--- config.mk ---
export PLATFORM = sky130hd
export DESIGN_NAME = multicycle_control_flat
export DESIGN_NICKNAME = d
export VERILOG_FILES = /design/src/rtl/multicycle_control_if.sv /design/src/rtl/multicycle_control.sv /design/src/flat_wrapper.sv
export SDC_FILE = /design/constraint.sdc
export NUM_CORES = 1
export LEC_CHECK = 0
export ABC_CLOCK_PERIOD_IN_PS = 1100
export CAP_MARGIN = 20
export CORE_MARGIN = 5
export CORE_UTILIZATION = 32
export CTS_BUF_LIST = sky130_fd_sc_hd__clkbuf_2 sky130_fd_sc_hd__clkbuf_4 sky130_fd_sc_hd__clkbuf_8
export CTS_CLUSTER_SIZE = 16
export DETAILED_ROUTE_END_ITERATION = 16
export PLACE_DENSITY = 0.76
export SKIP_LAST_GASP = 1
export SYNTH_ARGS = -nofsm -noshare
export SYNTH_HDL_FRONTEND = slang
export SYNTH_SLANG_ARGS = --single-unit
--- constraint.sdc ---
create_clock -name clk -period 1.1 [get_ports clk]
set_input_delay 0.165 -clock clk [delete_from_list [all_inputs] [get_ports clk]]
set_output_delay 0.165 -clock clk [all_outputs]
set_load 0.02 [all_outputs]
--- src/rtl/multicycle_control_if.sv ---
// Datapath-facing bundle for the multicycle MIPS main controller: opcode and memory
// handshake in, mux selects / write enables / debug state out.
interface multicycle_control_if #(
  parameter int STATE_W = 4
);
  logic [5:0]         Opcode;
  logic               MemReady;
  logic               PCWrite;
  logic               PCWriteCond;
  logic               IorD;
  logic               MemRead;
  logic               MemWrite;
  logic               MemtoReg;
  logic               IRWrite;
  logic               RegWrite;
  logic               RegDst;
  logic               ALUSrcA;
  logic               ALUOp1;
  logic               ALUOp0;
  logic [1:0]         ALUSrcB;
  logic [1:0]         PCSource;
  logic               Illegal;
  logic [STATE_W-1:0] State;

  modport master (
    input  Opcode, MemReady,
    output PCWrite, PCWriteCond, IorD, MemRead, MemWrite, MemtoReg, IRWrite,
           RegWrite, RegDst, ALUSrcA, ALUOp1, ALUOp0, ALUSrcB, PCSource,
           Illegal, State
  );

  modport slave (
    output Opcode, MemReady,
    input  PCWrite, PCWriteCond, IorD, MemRead, MemWrite, MemtoReg, IRWrite,
           RegWrite, RegDst, ALUSrcA, ALUOp1, ALUOp0, ALUSrcB, PCSource,
           Illegal, State
  );
endinterface

--- src/rtl/multicycle_control.sv ---
// Main control FSM of the multicycle MIPS datapath (R-type, lw, sw, beq; j when the
// MC_CTRL_JUMP_EN macro is defined). Memory states wait on MemReady.
module multicycle_control #(
  parameter int STATE_W = 4
) (
  input  logic                  clk,
  input  logic                  reset_n,
  multicycle_control_if.master  bus
);

  typedef enum logic [3:0] {
    S_FETCH  = 4'd0,
    S_DECODE = 4'd1,
    S_MEMADR = 4'd2,
    S_MEMRD  = 4'd3,
    S_MEMWB  = 4'd4,
    S_MEMWR  = 4'd5,
    S_EXEC   = 4'd6,
    S_RWB    = 4'd7,
`ifdef MC_CTRL_JUMP_EN
    S_BRANCH = 4'd8,
    S_JUMP   = 4'd9
`else
    S_BRANCH = 4'd8
`endif
  } state_t;

  localparam logic [5:0] OP_RTYPE = 6'b000000;
  localparam logic [5:0] OP_LW    = 6'b100011;
  localparam logic [5:0] OP_SW    = 6'b101011;
  localparam logic [5:0] OP_BEQ   = 6'b000100;
`ifdef MC_CTRL_JUMP_EN
  localparam logic [5:0] OP_J     = 6'b000010;
`endif

  state_t state_reg;
  state_t state_next;

  logic       pcwrite_c, pcwritecond_c, iord_c, memread_c, memwrite_c, memtoreg_c;
  logic       irwrite_c, regwrite_c, regdst_c, alusrca_c, aluop1_c, aluop0_c, illegal_c;
  logic [1:0] alusrcb_c, pcsource_c;

  always_ff @(posedge clk or negedge reset_n) begin
    if (!reset_n) begin
      state_reg <= S_FETCH;
    end else begin
      state_reg <= state_next;
    end
  end

  always_comb begin
    state_next    = state_reg;
    pcwrite_c     = 1'b0;
    pcwritecond_c = 1'b0;
    iord_c        = 1'b0;
    memread_c     = 1'b0;
    memwrite_c    = 1'b0;
    memtoreg_c    = 1'b0;
    irwrite_c     = 1'b0;
    regwrite_c    = 1'b0;
    regdst_c      = 1'b0;
    alusrca_c     = 1'b0;
    aluop1_c      = 1'b0;
    aluop0_c      = 1'b0;
    illegal_c     = 1'b0;
    alusrcb_c     = 2'b00;
    pcsource_c    = 2'b00;

    case (state_reg)
      S_FETCH: begin
        memread_c = 1'b1;
        alusrcb_c = 2'b01;
        irwrite_c = bus.MemReady;
        pcwrite_c = bus.MemReady;
        if (bus.MemReady) state_next = S_DECODE;
      end
      S_DECODE: begin
        alusrcb_c = 2'b11;
        case (bus.Opcode)
          OP_RTYPE:     state_next = S_EXEC;
          OP_LW, OP_SW: state_next = S_MEMADR;
          OP_BEQ:       state_next = S_BRANCH;
`ifdef MC_CTRL_JUMP_EN
          OP_J:         state_next = S_JUMP;
`endif
          default: begin
            state_next = S_FETCH;
            illegal_c  = 1'b1;
          end
        endcase
      end
      S_MEMADR: begin
        alusrca_c  = 1'b1;
        alusrcb_c  = 2'b10;
        state_next = (bus.Opcode == OP_LW) ? S_MEMRD : S_MEMWR;
      end
      S_MEMRD: begin
        memread_c = 1'b1;
        iord_c    = 1'b1;
        if (bus.MemReady) state_next = S_MEMWB;
      end
      S_MEMWB: begin
        regwrite_c = 1'b1;
        memtoreg_c = 1'b1;
        state_next = S_FETCH;
      end
      S_MEMWR: begin
        // The write strobe is held for the whole wait, not just the completing cycle.
        memwrite_c = 1'b1;
        iord_c     = 1'b1;
        if (bus.MemReady) state_next = S_FETCH;
      end
      S_EXEC: begin
        alusrca_c  = 1'b1;
        aluop1_c   = 1'b1;
        state_next = S_RWB;
      end
      S_RWB: begin
        regwrite_c = 1'b1;
        regdst_c   = 1'b1;
        state_next = S_FETCH;
      end
      S_BRANCH: begin
        alusrca_c     = 1'b1;
        aluop0_c      = 1'b1;
        pcwritecond_c = 1'b1;
        pcsource_c    = 2'b01;
        state_next    = S_FETCH;
      end
`ifdef MC_CTRL_JUMP_EN
      S_JUMP: begin
        pcwrite_c  = 1'b1;
        pcsource_c = 2'b10;
        state_next = S_FETCH;
      end
`endif
      default: state_next = S_FETCH;
    endcase
  end

  // Gating with reset_n makes every strobe drop the instant reset asserts,
  // rather than waiting for the state register to settle.
  assign bus.PCWrite     = reset_n & pcwrite_c;
  assign bus.PCWriteCond = reset_n & pcwritecond_c;
  assign bus.IorD        = reset_n & iord_c;
  assign bus.MemRead     = reset_n & memread_c;
  assign bus.MemWrite    = reset_n & memwrite_c;
  assign bus.MemtoReg    = reset_n & memtoreg_c;
  assign bus.IRWrite     = reset_n & irwrite_c;
  assign bus.RegWrite    = reset_n & regwrite_c;
  assign bus.RegDst      = reset_n & regdst_c;
  assign bus.ALUSrcA     = reset_n & alusrca_c;
  assign bus.ALUOp1      = reset_n & aluop1_c;
  assign bus.ALUOp0      = reset_n & aluop0_c;
  assign bus.Illegal     = reset_n & illegal_c;
  assign bus.ALUSrcB     = {2{reset_n}} & alusrcb_c;
  assign bus.PCSource    = {2{reset_n}} & pcsource_c;
  assign bus.State       = STATE_W'(state_reg);

endmodule

--- src/flat_wrapper.sv ---
// flat-port wrapper written by rule: the top's interface ports become plain ports
module multicycle_control_flat 
#(
  parameter int STATE_W = 4
)
  (clk, reset_n, bus_Opcode, bus_MemReady, bus_PCWrite, bus_PCWriteCond, bus_IorD, bus_MemRead, bus_MemWrite, bus_MemtoReg, bus_IRWrite, bus_RegWrite, bus_RegDst, bus_ALUSrcA, bus_ALUOp1, bus_ALUOp0, bus_ALUSrcB, bus_PCSource, bus_Illegal, bus_State);
  multicycle_control_if #(.STATE_W(STATE_W)) bus_i ();
  input  logic clk;
  input  logic reset_n;
  input wire logic [$bits(bus_i.Opcode)-1:0] bus_Opcode;
  input wire logic [$bits(bus_i.MemReady)-1:0] bus_MemReady;
  output wire logic [$bits(bus_i.PCWrite)-1:0] bus_PCWrite;
  output wire logic [$bits(bus_i.PCWriteCond)-1:0] bus_PCWriteCond;
  output wire logic [$bits(bus_i.IorD)-1:0] bus_IorD;
  output wire logic [$bits(bus_i.MemRead)-1:0] bus_MemRead;
  output wire logic [$bits(bus_i.MemWrite)-1:0] bus_MemWrite;
  output wire logic [$bits(bus_i.MemtoReg)-1:0] bus_MemtoReg;
  output wire logic [$bits(bus_i.IRWrite)-1:0] bus_IRWrite;
  output wire logic [$bits(bus_i.RegWrite)-1:0] bus_RegWrite;
  output wire logic [$bits(bus_i.RegDst)-1:0] bus_RegDst;
  output wire logic [$bits(bus_i.ALUSrcA)-1:0] bus_ALUSrcA;
  output wire logic [$bits(bus_i.ALUOp1)-1:0] bus_ALUOp1;
  output wire logic [$bits(bus_i.ALUOp0)-1:0] bus_ALUOp0;
  output wire logic [$bits(bus_i.ALUSrcB)-1:0] bus_ALUSrcB;
  output wire logic [$bits(bus_i.PCSource)-1:0] bus_PCSource;
  output wire logic [$bits(bus_i.Illegal)-1:0] bus_Illegal;
  output wire logic [$bits(bus_i.State)-1:0] bus_State;
  assign bus_i.Opcode = bus_Opcode;
  assign bus_i.MemReady = bus_MemReady;
  assign bus_PCWrite = bus_i.PCWrite;
  assign bus_PCWriteCond = bus_i.PCWriteCond;
  assign bus_IorD = bus_i.IorD;
  assign bus_MemRead = bus_i.MemRead;
  assign bus_MemWrite = bus_i.MemWrite;
  assign bus_MemtoReg = bus_i.MemtoReg;
  assign bus_IRWrite = bus_i.IRWrite;
  assign bus_RegWrite = bus_i.RegWrite;
  assign bus_RegDst = bus_i.RegDst;
  assign bus_ALUSrcA = bus_i.ALUSrcA;
  assign bus_ALUOp1 = bus_i.ALUOp1;
  assign bus_ALUOp0 = bus_i.ALUOp0;
  assign bus_ALUSrcB = bus_i.ALUSrcB;
  assign bus_PCSource = bus_i.PCSource;
  assign bus_Illegal = bus_i.Illegal;
  assign bus_State = bus_i.State;
  multicycle_control #(.STATE_W(STATE_W)) u_core (.clk(clk), .reset_n(reset_n), .bus(bus_i));
endmodule
# Word level (Yosys, flattened, before mapping)
# Cells that the tools add are included.
# W data, S select, Z words.
[word_totals]
regBits = 4
out_inout_bits = 21
[op_classes]
n_eq_ne = 14
n_mux = 20
n_bitwise = 13
reduce_logical = 9
[op_table]
columns = ["operator", "n"]
rows = [
  ["$pmux W4 S6", 1],
  ["$eq A4 B3 Y1 const B", 4],
  ["$mux W1", 13],
  ["$eq A6 B6 Y1 const B", 2],
  ["$mux W4", 3],
  ["$pmux W4 S3", 1],
  ["$and A1 B1 Y1", 11],
  ["$eq A4 B2 Y1 const B", 2],
  ["$reduce_or A2 Y1", 4],
  ["$eq A6 B3 Y1 const B", 1],
  ["$logic_not A6 Y1", 1],
  ["$ne A2 B2 Y1 const B", 3],
  ["$pmux W2 S3", 1],
  ["$eq A4 B1 Y1 const B", 1],
  ["$eq A4 B4 Y1 const B", 1],
  ["$logic_not A4 Y1", 1],
  ["$reduce_or A4 Y1", 1],
  ["$mux W3", 1],
  ["$reduce_and A3 Y1", 1],
  ["$reduce_or A3 Y1", 1],
  ["$and A2 B1 Y2", 1],
  ["$and A2 B2 Y2", 1],
]

# Logic depth before layout (Yosys ltp)
# Gate-level depths: netlist (run 1).
[logic_depth]
word_depth = 5
ltp_mapped = 5
mapped_depth_nobuf = 4

# Worst setup path after synthesis (run 1)
# Ideal clock, no wire load.
[synth_timing]
path_type = "flip-flop to output port"
start = "register u_core.state_reg[2] (netlist: u_core.bus.State[2])"
end = "output bus_PCWrite"
arrival_time_ns = 1.913
slack_ns = -0.978
path_stages_with_launch = 6
path_cell_list = "dfrtp_1 clkbuf_1 nor2_1 nand2_1 nor4_1 buf_4"
[synth_via]
elab_chain_cells = 3
[synth_lines]
columns = ["element", "line", "rtl"]
rows = [
  ["from (decl)", "multicycle_control.sv:36", "state_t state_reg;"],
  ["from (signal assigned)", "multicycle_control.sv:47", "state_reg <= state_next;"],
  ["$logic_not A4 Y1", "--", ""],
  ["$mux W1", "--", ""],
  ["$and A1 B1 Y1", "--", ""],
  ["to (decl)", "flat_wrapper.sv:12", "output wire logic [$bits(bus_i.PCWrite)-1:0] bus_PCWrite;"],
]
# No other way between the ends.

# Final worst setup path (run 1)
[layout_timing]
start = "register u_core.state_reg[2] (netlist: u_core.bus.State[2])"
end = "output bus_ALUSrcB[0]"
[layout_via]
elab_chain_cells = 3
elab_cells_between_ends = 5
[layout_lines]
columns = ["element", "line", "rtl"]
rows = [
  ["$eq A4 B2 Y1 (tied with other cells)", "multicycle_control.sv:69", "case (state_reg)"],
  ["$pmux W2 S3 (*)", "multicycle_control.sv:69", ""],
  ["$and A2 B2 Y2 (*)", "multicycle_control.sv:156", "assign bus.ALUSrcB = {2{reset_n}} & alusrcb_c;"],
  ["to (decl)", "flat_wrapper.sv:24", "output wire logic [$bits(bus_i.ALUSrcB)-1:0] bus_ALUSrcB;"],
]
# Every way passes the cells marked *; elsewhere a longest branch is shown, timed or not.

==> flow_summary.yaml, run 1 <==
route:
  drt-total-wl_um: 2560
  drtAntennaViolNets: 0
  drtIter0Drc: 6
  dr_total_vias: 731
  wire_per_inst_um: 19.0
  drt-pass1-iter-count: 4
  viasPerCell: 5.41
  drc: 0
critical_path:
  slowest_stage: "dfrtp_2"
  max_stage_delay_ps: 460
  cp-end-kind: "output pin"
  required_ps: 940
  reg2reg_depth: 5
  arrival_ps: 1410
  crit_type: "reg -> out"
  crit_path_frequent_cell: "buf_4"
  crit_path_start_kind: "flop"
  path_max_fanout: 5
  crit_path_cell_trace: "nor2_4 -> nand2_4 -> buf_4 -> nor2_1 -> buf_4"
sta:
  min_period_ps: 1570
  hold_slack_ps: 170
  fin_crit_sh: 1.43
  rsz0062_at_grt: "true"
  clock_skew_ps: 4.61
  setup_viol: 23
  hold_violations: 0
  fin_ws_ps: -475
  final_max_slew_viol_count: 0
  fmax_mhz: 635
finish:
  nFillCells: 56
  nNetsFinal: 130
  diodes: 0
  stdcell_count: 135
  drive_above_1_share: 0.800
  largest_reg_flops: 4
  syn2layout_area_growth_pct: 169
  fin_util: 0.914
synth:
  synth_top_cell_by_area: "dfrtp_1"
  synth_edf_count: 0
  synth_area_um2: 442
  synth_most_common_cell: "nor2_1"
  synth_common_cells: "nor2_1, a21oi_1, nand2_1"
  syn_nets: 74
  syn_inst: 65
  synth.yosys.seq_area_share: 0.227
  ys_warn_count: 0
  synth_seq_cells: 4
  synthTopCellsByArea: "dfrtp_1, nor2_1, a21oi_1, buf_4, nand2_1"
  syn_avg_cell_area_um2: 6.79
  synth.distinct_cells: 25
  synth_top_area_share: 0.227
  synthArstFlopShare: 1.00
  synth_flop_cell: "dfrtp_1"
clock_tree:
  clock_path_buffers: 2
  cts_tree: "yes"
  clock_sinks: 4
  htreeDepth: 1
  clk_pin_slew_ps: 40
  clock_latency_ps: 240
  cts_buffers: 3
  cts-root-buf: "clkbuf_4"
floorplanning:
  fp-row-count: 13
  die_area_mm2: 0.00222
  ioPinCount: 30
  start_util: 0.339
  die_h_um: 47.2
  die_w_um: 47.2
  core_area_mm2: 0.00130
grt:
  gr-total-overflow: 0
  track_usage: 0.204
  antenna_found_initial: 0
  grt_pass1_vias: 732
  grt_pass1_wl_um: 3130
  grt_start_max_net_pins: 11
min_path:
  hp-class: "in -> async"
placement:
  place_inst: 122
  gp_congestion: 0.826
  dp_hpwl_um: 1360
  io_buffer_count: 28
power_and_ir_drop:
  leakagePower_nw: 0.535
  power_w: 0.000822
  power_density_mw_per_mm2: 691
  vdd_ir_drop_max_mv: 0.760
outcome:
  status: "complete, but fails checks"
  violations: "negative setup slack"
run:
  drv_cap: 0
## cells in the final DEF (no fill, tap or decap), types with 2 or more instances in the layout
cell	n
or3_4	2
dfrtp_2	3
dlygate4sd2_1	2
a21oi_2	3
dlymetal6s2s_1	2
a21oi_1	3
clkbuf_4	4
o21ai_1	2
nand2b_4	3
buf_4	27
nor2_4	6
nor2_1	3
inv_1	3
nor3_4	2
nand2_1	2
nand3_2	2
buf_2	2
buf_6	23
nand2_2	3
## final timing paths
check	start	end	slack [ps]
max in group asynchronous	reset_n	u_core.bus.State[3]$_DFFE_PN0P_	810
min reg2reg	u_core.bus.State[3]$_DFFE_PN0P_	u_core.bus.State[2]$_DFFE_PN0P_	620
min	reset_n	u_core.bus.State[1]$_DFFE_PN0P_	170
max	u_core.bus.State[2]$_DFFE_PN0P_	bus_ALUSrcB[0]	-470
min in group clk	bus_Opcode[5]	u_core.bus.State[2]$_DFFE_PN0P_	370
max reg2reg	u_core.bus.State[2]$_DFFE_PN0P_	u_core.bus.State[2]$_DFFE_PN0P_	-460
## per-layer routing
layer,vias up,part of all wire,GRT usage
li1,338,-,-
met1,350,0.39,0.229
met2,33,0.53,0.344
met3,10,0.045,0.0421
met4,0,0.040,0.138
met5,-,0,0
## kinds of logic (layout without fill, tap and decap cells)
kind of cell / count (synthesis) / count (layout) / synth area share
other cells: 1 / 1 / 0.00849
flops: 4 / 4 / 0.227
mux: 1 / 1 / 0.0227
compound gates: 13 / 13 / 0.195
buf+inv: 11 / 66 / 0.127
simple gates: 35 / 35 / 0.419
## final cells by class
class	count	area, um^2	area share
repair buffers	58	536	0.450
multi-input cells	50	484	0.407
flip-flops and latches	4	104	0.0873
clock buffers	4	30.0	0.0252
well taps	15	18.8	0.0158
inverters	4	17.5	0.0147
## through the flow
stage / instance area [um^2] / setup WS [ps] / TNS [ps]
floorplan: 562 / -450 / -4600
global placement: 950 / -1050 / -15710
detailed placement: 950 / -1100 / -16060
CTS: 1060 / -410 / -7210
global route: 1190 / -515 / -8830
finish: 1190 / -475 / -7440
## power breakdown
part	total, W	internal, W	switching (W)
logic	0.000423	0.000204	0.000219
clock network	0.000229	0.000161	0.0000682
registers	0.000169	0.000156	0.0000134
## timing repair
action,CTS,global route
cloned,0,0
gates resized for setup,137,29
hold buffers,0,0
buffers inserted,5,6
pin swaps,11,12
setup endpoints to repair,24,24
## worst max-delay path: cells and delay by family (launching register included)
family | cells | cell delay (ps)
buffers and inverters | 2 | 340
flip-flops | 1 | 460
AND/OR/NAND/NOR | 3 | 360
(Power assumes the default switching activity.)
==> run 2: changes to the inputs <==
--- a/config.mk
+++ b/config.mk
@@ -13,6 +13,7 @@
 export CTS_CLUSTER_SIZE = 16
 export DETAILED_ROUTE_END_ITERATION = 16
 export PLACE_DENSITY = 0.76
+export RECOVER_POWER = 50
 export SKIP_LAST_GASP = 1
 export SYNTH_ARGS = -nofsm -noshare
 export SYNTH_HDL_FRONTEND = slang
==> results of run 2 <==
The final DEF is identical to that of run 1; final timing and power are the same.
